### src/rtl/uart_aes_pkg.sv
// -----------------------------------------------------------------------------
// uart_aes_pkg
// Shared definitions for the UART/AES byte-to-block datapath.
//   BLOCK_W          : AES block width in bits
//   BYTE_W           : UART character width in bits
//   BYTES_PER_BLOCK  : number of UART characters per AES block
//   CNT_W            : width of a byte index within one block
//   tx_state_e       : transmit serialiser state encoding
// -----------------------------------------------------------------------------
package uart_aes_pkg;

   localparam int BLOCK_W         = 128;
   localparam int BYTE_W          = 8;
   localparam int BYTES_PER_BLOCK = BLOCK_W / BYTE_W;
   localparam int CNT_W           = $clog2(BYTES_PER_BLOCK);

   typedef enum logic [1:0] {
      ST_IDLE  = 2'd0,
      ST_START = 2'd1,
      ST_WAIT  = 2'd2,
      ST_NEXT  = 2'd3
   } tx_state_e;

endpackage

### src/rtl/tx_hold_reg.sv
// -----------------------------------------------------------------------------
// tx_hold_reg
// Single-entry holding buffer in front of the block serialiser. A write is
// accepted when the buffer is empty or when its current content is being
// taken in the same cycle; otherwise the write is dropped and the sticky
// overflow flag is raised. The flag is cleared only by reset.
//
// Ports
//   clk    in   system clock
//   reset  in   asynchronous active-low reset
//   we     in   write strobe for wdata
//   wdata  in   block to store
//   take   in   serialiser consumes the stored block this cycle
//   valid  out  buffer occupied
//   data   out  stored block
//   of     out  sticky overflow (a write was dropped)
// -----------------------------------------------------------------------------
module tx_hold_reg #(
   parameter int BLOCK_W = uart_aes_pkg::BLOCK_W
) (
   input  logic               clk,
   input  logic               reset,
   input  logic               we,
   input  logic [BLOCK_W-1:0] wdata,
   input  logic               take,
   output logic               valid,
   output logic [BLOCK_W-1:0] data,
   output logic               of
);

   logic accept;

   // A write in the same cycle as a take refills the slot being vacated.
   assign accept = we && (!valid || take);

   always_ff @(posedge clk or negedge reset) begin
      if (!reset) begin
         valid <= 1'b0;
         data  <= '0;
         of    <= 1'b0;
      end else begin
         if (accept) begin
            data  <= wdata;
            valid <= 1'b1;
         end else begin
            if (take) begin
               valid <= 1'b0;
            end
            // Reaching here with we set means the slot was full and not drained.
            if (we) begin
               of <= 1'b1;
            end
         end
      end
   end

endmodule

### src/rtl/tx_block_serializer.sv
// -----------------------------------------------------------------------------
// tx_block_serializer
// Accepts BLOCK_W-bit result blocks, buffers one pending block and sends each
// block most-significant byte first through the UART transmitter handshake
// (din / tx_start / tx_done_flag).
//
// Ports
//   clk           in   system clock
//   reset         in   asynchronous active-low reset
//   block_in      in   block to transmit, sampled when we=1
//   we            in   single-cycle write strobe
//   tx_done_flag  in   pulse from the UART transmitter: byte finished
//   din           out  byte presented to the UART transmitter
//   tx_start      out  one-cycle start pulse for the UART transmitter
//   full          out  holding register occupied
//   busy          out  serialiser active (not idle)
//   of            out  sticky overflow: a write was dropped
//   block_sent    out  one-cycle pulse after the last byte of a block
// -----------------------------------------------------------------------------
module tx_block_serializer #(
   parameter int BLOCK_W = uart_aes_pkg::BLOCK_W,
   parameter int BYTE_W  = uart_aes_pkg::BYTE_W
) (
   input  logic               clk,
   input  logic               reset,
   input  logic [BLOCK_W-1:0] block_in,
   input  logic               we,
   input  logic               tx_done_flag,
   output logic [BYTE_W-1:0]  din,
   output logic               tx_start,
   output logic               full,
   output logic               busy,
   output logic               of,
   output logic               block_sent
);

   import uart_aes_pkg::*;

   localparam int N_BYTES = BLOCK_W / BYTE_W;
   localparam int CW      = (N_BYTES > 1) ? $clog2(N_BYTES) : 1;
   localparam logic [CW-1:0] LAST_BYTE = CW'(N_BYTES - 1);

   tx_state_e          state;
   tx_state_e          state_nxt;
   logic [BLOCK_W-1:0] shreg;
   logic [CW-1:0]      cnt;
   logic               hold_valid;
   logic [BLOCK_W-1:0] hold_data;

   logic               take;
   logic               shift;
   logic               start_nxt;
   logic               sent_nxt;

   tx_hold_reg #(
      .BLOCK_W (BLOCK_W)
   ) u_hold (
      .clk   (clk),
      .reset (reset),
      .we    (we),
      .wdata (block_in),
      .take  (take),
      .valid (hold_valid),
      .data  (hold_data),
      .of    (of)
   );

   // State register
   always_ff @(posedge clk or negedge reset) begin
      if (!reset) begin
         state <= ST_IDLE;
      end else begin
         state <= state_nxt;
      end
   end

   // Next-state and per-cycle control
   always_comb begin
      state_nxt = state;
      take      = 1'b0;
      shift     = 1'b0;
      start_nxt = 1'b0;
      sent_nxt  = 1'b0;
      case (state)
         ST_IDLE: begin
            if (hold_valid) begin
               take      = 1'b1;
               state_nxt = ST_START;
            end
         end
         ST_START: begin
            start_nxt = 1'b1;
            state_nxt = ST_WAIT;
         end
         ST_WAIT: begin
            if (tx_done_flag) begin
               state_nxt = ST_NEXT;
            end
         end
         ST_NEXT: begin
            if (cnt == LAST_BYTE) begin
               sent_nxt = 1'b1;
               // Reload straight into START so back-to-back blocks leave no gap.
               if (hold_valid) begin
                  take      = 1'b1;
                  state_nxt = ST_START;
               end else begin
                  state_nxt = ST_IDLE;
               end
            end else begin
               shift     = 1'b1;
               state_nxt = ST_START;
            end
         end
         default: begin
            state_nxt = ST_IDLE;
         end
      endcase
   end

   // Shift register, byte counter and registered outputs
   always_ff @(posedge clk or negedge reset) begin
      if (!reset) begin
         shreg      <= '0;
         cnt        <= '0;
         tx_start   <= 1'b0;
         block_sent <= 1'b0;
         busy       <= 1'b0;
      end else begin
         tx_start   <= start_nxt;
         block_sent <= sent_nxt;
         busy       <= (state_nxt != ST_IDLE);
         if (take) begin
            shreg <= hold_data;
            cnt   <= '0;
         end else if (shift) begin
            shreg <= {shreg[BLOCK_W-BYTE_W-1:0], {BYTE_W{1'b0}}};
            cnt   <= cnt + CW'(1);
         end
      end
   end

   // The outgoing byte is always the top of the shift register, so it holds
   // steady from START until the shift in NEXT.
   assign din  = shreg[BLOCK_W-1 -: BYTE_W];
   assign full = hold_valid;

endmodule
### config.mk
export PLATFORM = sky130hd
export DESIGN_NAME = tx_block_serializer
export DESIGN_NICKNAME = d
export VERILOG_FILES = /design/src/rtl/uart_aes_pkg.sv /design/src/rtl/tx_hold_reg.sv /design/src/rtl/tx_block_serializer.sv
export SDC_FILE = /design/constraint.sdc
export NUM_CORES = 1
export LEC_CHECK = 0
export ABC_AREA = 1
export CAP_MARGIN = 40
export CORE_ASPECT_RATIO = 1.2
export CORE_UTILIZATION = 56
export CTS_BUF_LIST = sky130_fd_sc_hd__clkbuf_16
export DETAILED_ROUTE_END_ITERATION = 8
export PLACE_DENSITY = 0.83
export RECOVER_POWER = 25
export SLEW_MARGIN = 15
export SYNTH_ARGS = -nofsm -noshare
export SYNTH_HDL_FRONTEND = slang
export SYNTH_SLANG_ARGS = --single-unit
### constraint.sdc
create_clock -name clk -period 2.2 [get_ports clk]
set_input_delay 0.44 -clock clk [delete_from_list [all_inputs] [get_ports clk]]
set_output_delay 0.44 -clock clk [all_outputs]
set_load 0.02 [all_outputs]
== Yosys cells after proc, flatten, opt, wreduce, memory -nomap -nowiden ==
Cells that the tools add are included.
Widths: inputs -> output; s select.

* Logic and storage cells: 42
* Register bits after elaboration: 267
* Input bits: 132
* Output and inout port bits: 13

* Reductions and logical operators: 8
* Add/subtract/negate cells: 1
* Bitwise logic cells: 1
* Muxes and demuxes: 19
* Eq/ne operators: 4

{| class="wikitable"
|+ Operators with widths
! operator !! count
|-
| $mux 128 || 2
|-
| $mux 1 || 10
|-
| $mux 4 || 2
|-
| $pmux 2 s4 || 1
|-
| $mux 2 || 3
|-
| $reduce_bool 2->1 || 3
|-
| $add 4x1->4 const B || 1
|-
| $eq 2x2->1 const B || 2
|-
| $eq 4x4->1 const B || 1
|-
| $eq 2x1->1 const B || 1
|-
| $logic_not 2->1 || 1
|-
| $pmux 1 s2 || 1
|-
| $reduce_and 2->1 || 1
|-
| $logic_and 1x1->1 || 1
|-
| $logic_not 1->1 || 1
|-
| $logic_or 1x1->1 || 1
|-
| $not 1->1 || 1
|}

== Logic depth before layout (Yosys ltp) ==
Gate-level depths: netlist of the first run.

* Depth in word-level cells: 7
* Depth in mapped cells: 11
* Gate-level depth less buffers: 9

== Modules after synthesis ==
A second synthesis of the first run with hierarchy kept.

* Cells, all modules: 1697
* Area, all modules: 12796.0 um^2

{| class="wikitable"
|+ Modules (own cells, without submodules)
! module !! cells each !! seq. area each (um^2) !! area an instance (um^2) !! times used
|-
| tx_block_serializer || 1135 || 3428.3 || 7681.1 || 1
|-
| tx_hold_reg || 562 || 3253.1 || 5114.9 || 1
|}

== Worst setup path after synthesis of the first run ==
OpenSTA, ideal clock, no wires.

* Kind: flip-flop to flip-flop
* Start point: register state[0]
* End point: register shreg[77]
* Cell stages (with the launch flop): 10
* Arrival: 1.517 ns
* Setup time: 0.125 ns
* Data required time: 2.075 ns
* Path slack: 0.558 ns
* Clock period less this slack: 1.642 ns
* Cells stage by stage: dfrtp_1 inv_1 ha_1 nor2_1 nand2_1 buf_6 buf_4 buf_2 nand3_1 nand3_1

* Word-level cells in the longest chain between the ends: 3
* Elaborated cells between the ends (all ways): 6
* Classes of those cells: eq/ne: 1; mux: 3; reduce/logical: 2

{| class="wikitable"
|+ Ends and longest elaborated chain
! element !! RTL line !! source
|-
| start, declared || tx_block_serializer.sv:43 || <nowiki>tx_state_e state;</nowiki>
|-
| start signal, assigned || tx_block_serializer.sv:73 || <nowiki>state <= state_nxt;</nowiki>
|-
| $eq 2x2->1 / $logic_not 2->1 (equally long branches) || tx_block_serializer.sv:84 || <nowiki>case (state)</nowiki>
|-
| $pmux 1 s2 / $mux 1 (equally long branches) || tx_block_serializer.sv:84 ||
|-
| $mux 128 / $reduce_bool 2->1 (equally long branches) || - ||
|-
| end signal, assigned || tx_block_serializer.sv:134 || <nowiki>shreg <= hold_data;</nowiki>
|-
| end signal, assigned || tx_block_serializer.sv:137 || <nowiki>shreg <= {shreg[BLOCK_W-BYTE_W-1:0], {BYTE_W{1'b0}}};</nowiki>
|-
| end, declared || tx_block_serializer.sv:45 || <nowiki>logic [BLOCK_W-1:0] shreg;</nowiki>
|}

Several ways; a longest one is shown, not always the timed one.
A chain may end at the register's enable or synchronous reset.

== Worst setup path after layout of the first run ==
* Start point: register u_hold.valid
* End point: output port full

{| class="wikitable"
|+ RTL lines
! element !! RTL line !! source
|-
| start, declared || tx_hold_reg.sv:26 || <nowiki>output logic valid,</nowiki>
|-
| start signal, assigned || tx_hold_reg.sv:38 || <nowiki>valid <= 1'b0;</nowiki>
|-
| start signal, assigned || tx_hold_reg.sv:44 || <nowiki>valid <= 1'b1;</nowiki>
|-
| start signal, assigned || tx_hold_reg.sv:47 || <nowiki>valid <= 1'b0;</nowiki>
|-
| end, declared || tx_block_serializer.sv:31 || <nowiki>output logic full,</nowiki>
|}

No word-level cell between the ends.

==> impl_summary.txt, run 1 <==
----------------------------------------------------
[Outcome]
  Result of the run ... finished clean

[Cells and area]
  Number of diodes ... 0
  Layout Nets ... 1550
  Most frequent cells in the layout ... nand3_1, nand2_1, dfrtp_1
  Non-filler instance count after layout ... 1697
  Syn-to-layout area delta ... 21.26%
  Commonest non-fill, non-tap cell in the layout ... nand3_1
  Layout cells sized above 1 ... 0.05168

[Flow run]
  Max cap viols ... 0

[Placement]
  PortBufs ... roughly 140
  Final estimated routing congestion in global placement ... roughly 0.82
  Detailed Place HPWL ... 16880 µm
  Total instance count after detailed placement ... ~1600
  Setup slack after placement ... 0.2382 ns

[GRT]
  First-pass GRT wire length ... ~45000 µm
  Number of global-route vias before repair ... between 9000 and 10000
  Total overflow reported by the global router ... 0
  Initial antenna violation count ... 0
  Largest net degree at the start of global routing ... ~150
  Tot GR Track Use ... 0.2586

[Clocking]
  Post-CTS setup buffer count ... 0
  Clock latency reported for the late side of the worst-skew pair ... between 0.5 and 0.6 ns
  Number of CTS-inserted buffers ... 26
  Clk buf depth ... 3
  Number of instances resized during post-cts repair ... 0
  Clock root buffer master ... clkbuf_16
  Number of hold-repair buffers added at the cts stage ... 1
  Register clock-pin slew on the reported worst setup and hold paths ... ~0.06 ns
  Number of sinks driven by the clock tree ... between 200 and 300
  Clock tree from TritonCTS ... built
  Number of H-tree levels ... 1

[Worst setup path]
  Slowest cell on the critical path ... clkdlybuf4s50_1
  Critical path's top delay family ... buffers and inverters
  Critical setup path kind ... reg -> out
  CP cell instances ... clkdlybuf4s50_1
  Worst setup SP type ... register
  Data arrival, critical path ... about 1.7 ns
  Slowest Stage Delay on Critical Path ... roughly 0.66 ns
  Kind of capture point of the worst setup path ... output pin
  Maximum fanout along the worst path ... 4
  Worst path bufs/invs ... 1
  Critical Path RT ... between 1.5 and 2 ns

[STA]
  Final critical-path setup slack ... around 0.077 ns
  Max-slew violation total from the final report ... 0
  Crit path time final ... around 2.1 ns
  Headroom to the max-slew limit ... 0.2911
  Worst-margin pin slew ... around 1.1 ns
  Final Hold Fails ... 0
  Post-route clock skew ... ~0.026 ns
  Final period utilization ... 0.9651
  Achievable Freq ... approximately 0.47 GHz
  RSZ-0062 raised after global routing ... no
  Final Setup Violations ... 0
  Final setup TNS ... 0 ns

[Synthesis]
  Syn Nets ... between 1000 and 1500
  Synthesized cell area ... ~0.012 mm²
  Post-synthesis cell type count ... 19
  Number of flip-flops and latches in the synthesized netlist ... roughly 270
  Yosys warning total ... 0
  Post-synthesis cell count ... about 1300
  Proportion of synthesized chip area in sequential cells ... 0.5792
  Mean instance size in the synthesized netlist ... just under 9 µm²

[Power]
  Total internal power ... approximately 12 mW
  Max IR drop VDD ... approximately 860 µV
  Sw frac ... 0.3826
  Leakage Power ... 6.984 nW
  Fraction of power consumed by sequential logic ... 0.424
  Comb pwr share ... 0.349
  Part of the total power dissipated in the clock network ... 0.227
  Psw ... between 7 and 8 mW
  Power per standard cell area ... about 1400 mW/mm²

[Floorplan]
  Die W ... 133.0 µm
  # IOs ... roughly 150
  Area of the die ... ~0.021 mm²
  Starting Density ... 0.5696
  Site row count ... 57
  DIE HEIGHT ... 159.2 µm
  Core Box Area ... between 0.02 and 0.025 mm²

[Route]
  Iteration count of the initial detailed-routing pass ... 7
  Detailed router's first-iteration violation count ... 802
  Final routed wirelength across all metal layers ... between 20000 and 30000 µm
  DRC viols ... 0
  ANT nets after route ... 0
  Average detailed-routed wire length per instance ... roughly 16 µm
  Count of vias placed by the detailed router ... between 9000 and 10000
  Detailed-route vias per instance ... 5.654

[Worst hold path]
  Classification of the worst-slack hold path ... in -> reg

----------------------------------------------------
## worst paths after layout
kind	start	to	slack [ns]	cells after the start
max	u_hold.valid$_DFFE_PN0P_	full	0.08	1
min in group asynchronous	reset	u_hold.data[122]$_DFFE_PN0P_	0.64	2
max reg2reg	state[0]$_DFF_PN0_	shreg[55]$_DFFE_PN0P_	0.19	7
min reg2reg	u_hold.data[93]$_DFFE_PN0P_	u_hold.data[93]$_DFFE_PN0P_	0.47	2
min	we	u_hold.data[80]$_DFFE_PN0P_	0.40	3
max in group asynchronous	reset	u_hold.data[92]$_DFFE_PN0P_	0.35	3
## cell usage after synthesis, drive strengths merged
master / n / area (µm²)
nand3: 485 / 2427
nand2: 424 / 1597
dfrtp: 267 / 6681
buf: 82 / 473.0
clkbuf: 37 / 138.9
inv: 11 / 41.29
o21ai: 11 / 55.05
ha: 6 / 75.07
nor2: 3 / 11.26
a21oi: 1 / 5.000
nand4: 1 / 6.260
o21bai: 1 / 7.510
xnor2: 1 / 8.760
xor2: 1 / 8.760
## layout make-up
cell class | count | area (µm²)
clock inverter | 22 | 187.7
clock buffer | 26 | 650.6
sequential | 267 | 6681
tap | 265 | 331.6
inverter | 11 | 46.29
multi-input combinational | 934 | 4227
timing repair buffer | 172 | 1864
fill | 1557 | 6266
## power by group through the flow
stage	clock, mW	sequential [mW]	combinational, mW
floorplan	0	7.82	5.00
global placement	0	8.12	6.42
detailed placement	0	8.19	6.69
CTS	4.42	8.15	6.78
global route	4.61	8.38	7.61
finish	4.37	8.17	6.72
## cells by family after synthesis
| group | after synthesis | share of synthesized area |
|---|---|---|
| buffers and inverters | 130 | 0.05662 |
| DFF | 267 | 0.5792 |
| AOI/OAI and AO/OA | 13 | 0.005856 |
| adders and majority gates | 6 | 0.006507 |
| xor gates and xnor gates | 2 | 0.001519 |
| and+or+nand+nor | 913 | 0.3503 |
## layer usage
layer  track usage  share of wire  vias up
met5             0              0        -
met4       0.08307          0.025        0
met3       0.03216          0.055       49
li1              -              -     4580
met2        0.4360           0.51      347
met1        0.3493           0.41     4619
## state kept, by name, summed over array words and instances (netlist names)
name          count
shreg           128
u_hold.data     128
cnt               4
state             2
block_sent        1
busy              1
tx_start          1
u_hold.of         1
u_hold.valid      1
## worst register-to-register path, cell delays in order, from the launching register on
cell and delay [ns]:
dfrtp_1 0.40, inv_1 0.12, ha_1 0.35, nor2_1 0.09
nand2_4 0.13, buf_12 0.45, nand3_1 0.27, nand3_1 0.13
## per-stage QoR
stage / total power, mW / instance area, µm² / utilization / hold WS [ns]
global route: 20.60 / 13990 / 0.6906 / 0.4116
floorplan: 12.82 / 11540 / - / 0.1444
finish: 19.27 / 13990 / 0.6906 / 0.3956
global placement: 14.54 / 13170 / 0.6502 / 0.4461
CTS: 19.35 / 14020 / 0.6921 / 0.3775
detailed placement: 14.89 / 13170 / 0.6502 / 0.4512
Power figures use the tool's default switching activity.
==> run 2: changes to the inputs <==
CAP_MARGIN = 5   (was 40)
==> results of run 2 <==
Same layout as run 1: the final DEF is identical, and so are final timing and power.
==> run 3: changes to the inputs <==
PLACE_DENSITY = 0.86   (was 0.83)
==> run 3 against run 2 <==
  * Non-clock buffer count decreased by 2
  * Sequential share of layout area increased by 0.38 points
  * Maximum frequency decreased by 1.1%
  * Clock-buffer cell count rose by 1
  * Critical path type unchanged
  * Largest cell class unchanged
  * Highest routed layer unchanged
==> impl_summary.txt, run 3 (synthesized netlist as in run 1, its figures left out) <==
----------------------------------------------------
[Flow run]
  Max cap viols ... 0 (unchanged)

[Route]
  Count of vias placed by the detailed router ... 9752 (was 9595)
  DRC viols ... 0 (unchanged)
  Iteration count of the initial detailed-routing pass ... 5 (was 7)
  Detailed router's first-iteration violation count ... 823 (was 802)
  Final routed wirelength across all metal layers ... 27730 µm (was 26720 µm)
  Detailed-route vias per instance ... 5.760 (was 5.654)
  Average detailed-routed wire length per instance ... 16.38 µm (was 15.74 µm)
  ANT nets after route ... 0 (unchanged)

[Floorplan]
  Die W ... 133.0 µm (unchanged)
  Site row count ... 57 (unchanged)
  Core Box Area ... 0.02025 mm² (unchanged)
  Area of the die ... 0.02118 mm² (unchanged)
  DIE HEIGHT ... 159.2 µm (unchanged)
  # IOs ... 145 (unchanged)
  Starting Density ... 0.5696 (unchanged)

[Worst hold path]
  Classification of the worst-slack hold path ... in -> reg (unchanged)

[Clocking]
  Number of sinks driven by the clock tree ... 267 (unchanged)
  Clk buf depth ... 3 (unchanged)
  Number of H-tree levels ... 1 (unchanged)
  Register clock-pin slew on the reported worst setup and hold paths ... 0.06 ns (about the same)
  Clock root buffer master ... clkbuf_16 (unchanged)
  Clock latency reported for the late side of the worst-skew pair ... 0.53 ns (was 0.54 ns)
  Number of CTS-inserted buffers ... 26 (unchanged)
  Post-CTS setup buffer count ... 0 (unchanged)
  Clock tree from TritonCTS ... built (unchanged)

[Cells and area]
  Number of diodes ... 0 (unchanged)
  Footprint of the flip-flops and latches ... 0.006681 mm² (unchanged)
  Layout Nets ... 1548 (was 1550)
  Filler Cells Inserted ... 1528 (was 1557)
  Area occupied by multi-input gates ... 0.004227 mm² (unchanged)
  Most frequent cells in the layout ... nand3_1, nand2_1, dfrtp_1 (unchanged)
  Layout cells sized above 1 ... 0.04622 (was 0.05168)
  Syn-to-layout area delta ... 20.29% (was 21.26%)
  Leading registers by flop count ... shreg x128, u_hold.data x128, cnt x4 (unchanged)
  Commonest non-fill, non-tap cell in the layout ... nand3_1 (unchanged)

[GRT]
  Largest net degree at the start of global routing ... 95 (was 145)
  First-pass GRT wire length ... 45830 µm (was 45050 µm)
  Number of global-route vias before repair ... 9506 (was 9454)
  Tot GR Track Use ... 0.2670 (was 0.2586)
  Total overflow reported by the global router ... 0 (unchanged)
  Initial antenna violation count ... 0 (unchanged)

[Placement]
  Detailed Place HPWL ... 16940 µm (was 16880 µm)
  PortBufs ... 144 (unchanged)
  Final estimated routing congestion in global placement ... 0.8182 (was 0.8241)

[STA]
  Final Hold Fails ... 0 (unchanged)
  Achievable Freq ... 0.4660 GHz (was 0.4710 GHz)
  Crit path time final ... 2.146 ns (was 2.123 ns)
  Final Setup Violations ... 0 (unchanged)
  Worst-margin pin slew ... 1.348 ns (was 1.063 ns)
  Final setup TNS ... 0 ns (unchanged)
  Post-route worst hold slack ... 0.2885 ns (was 0.3956 ns)
  Final period utilization ... 0.9755 (was 0.9651)
  Max-slew violation total from the final report ... 0 (unchanged)
  RSZ-0062 raised after global routing ... no (unchanged)
  Headroom to the max-slew limit ... 0.1014 (was 0.2911)
  Post-route clock skew ... 0.01217 ns (was 0.02612 ns)

[Worst setup path]
  Critical setup path kind ... reg -> out (unchanged)
  CP cell instances ... clkdlybuf4s50_1 (unchanged)
  Critical Path RT ... 1.76 ns (about the same)
  Kind of capture point of the worst setup path ... output pin (unchanged)
  Worst path bufs/invs ... 1 (unchanged)
  Data arrival, critical path ... 1.71 ns (was 1.68 ns)
  Worst setup SP type ... register (unchanged)
  Slowest Stage Delay on Critical Path ... 0.67 ns (was 0.66 ns)
  Slowest cell on the critical path ... clkdlybuf4s50_1 (unchanged)
  Maximum fanout along the worst path ... 4 (unchanged)
  Critical path's top delay family ... buffers and inverters (unchanged)

[Power]
  Power per standard cell area ... 1376 mW/mm² (was 1377 mW/mm²)
  Max IR drop VDD ... 895.0 µV (was 861.9 µV)
  Leakage Power ... 6.922 nW (was 6.984 nW)

[Outcome]
  Result of the run ... finished clean (unchanged)

----------------------------------------------------
-- run 3: cell types whose count changed in the layout (fill, tap and decap cells not counted), moves of 3 or more --
cell,previous run,this run
clkinv_2,11,4
clkinv_1,3,9
buf_12,18,13
buf_6,0,4
buf_4,6,9
-- run 3: final cells by class --
type | instances | share of cell area
inverters | 11 | 0.003336
clock buffers | 27 | 0.04869
multi-input cells | 934 | 0.3046
repair buffers | 170 | 0.1304
flip-flops and latches | 267 | 0.4815
clock inverters | 19 | 0.007664
well taps | 265 | 0.02389
-- run 3: what timing repair did --
item                                    4_1_cts  5_1_grt
hold buffers                                  1        0
endpoints found under the hold margin        56        0
endpoints found under the setup margin        0       16
gates resized for setup                       0        1
-- run 3: worst paths after layout --
path	slack [ns]	endpoint	cells after the start	start
max	0.05	full	1	u_hold.valid$_DFFE_PN0P_
min	0.29	u_hold.data[3]$_DFFE_PN0P_	3	we
max reg2reg	0.20	u_hold.data[116]$_DFFE_PN0P_	9	state[0]$_DFF_PN0_
min reg2reg	0.47	u_hold.data[125]$_DFFE_PN0P_	2	u_hold.data[125]$_DFFE_PN0P_
max in group asynchronous	0.35	u_hold.data[99]$_DFFE_PN0P_	3	reset
min in group asynchronous	0.78	u_hold.data[18]$_DFFE_PN0P_	2	reset
-- run 3: through the flow --
step	power, mW	utilization	setup WS [ns]	instances	area (µm²)
2_1_floorplan	12.82	-	0.5581	1331	11540
3_3_place_gp	14.50	0.6476	0.3134	1646	13120
3_5_place_dp	14.87	0.6476	0.1968	1646	13120
4_1_cts	19.13	0.6867	0.05180	1693	13910
5_1_grt	20.34	0.6851	0.03339	1693	13880
6_report	19.10	0.6851	0.05387	1693	13880
-- run 3: power breakdown --
| part | switching (mW) | leakage [nW] | internal, mW |
|---|---|---|---|
| clock | 1.81 | 0.398 | 2.32 |
| combinational | 4.37 | 3.09 | 2.40 |
| sequential | 1.24 | 3.43 | 6.96 |
| total | 7.42 | 6.92 | 11.7 |
-- run 3: routing by layer --
layer | share of wire | GRT usage | routed length, µm | vias to the layer above
met1 | 0.40 | 0.3485 | 11220 | 4708
met2 | 0.51 | 0.4576 | 14050 | 406
met4 | 0.030 | 0.09770 | 824 | 0
met5 | 0 | 0 | 0 | -
li1 | - | - | - | 4575
met3 | 0.059 | 0.03343 | 1641 | 63
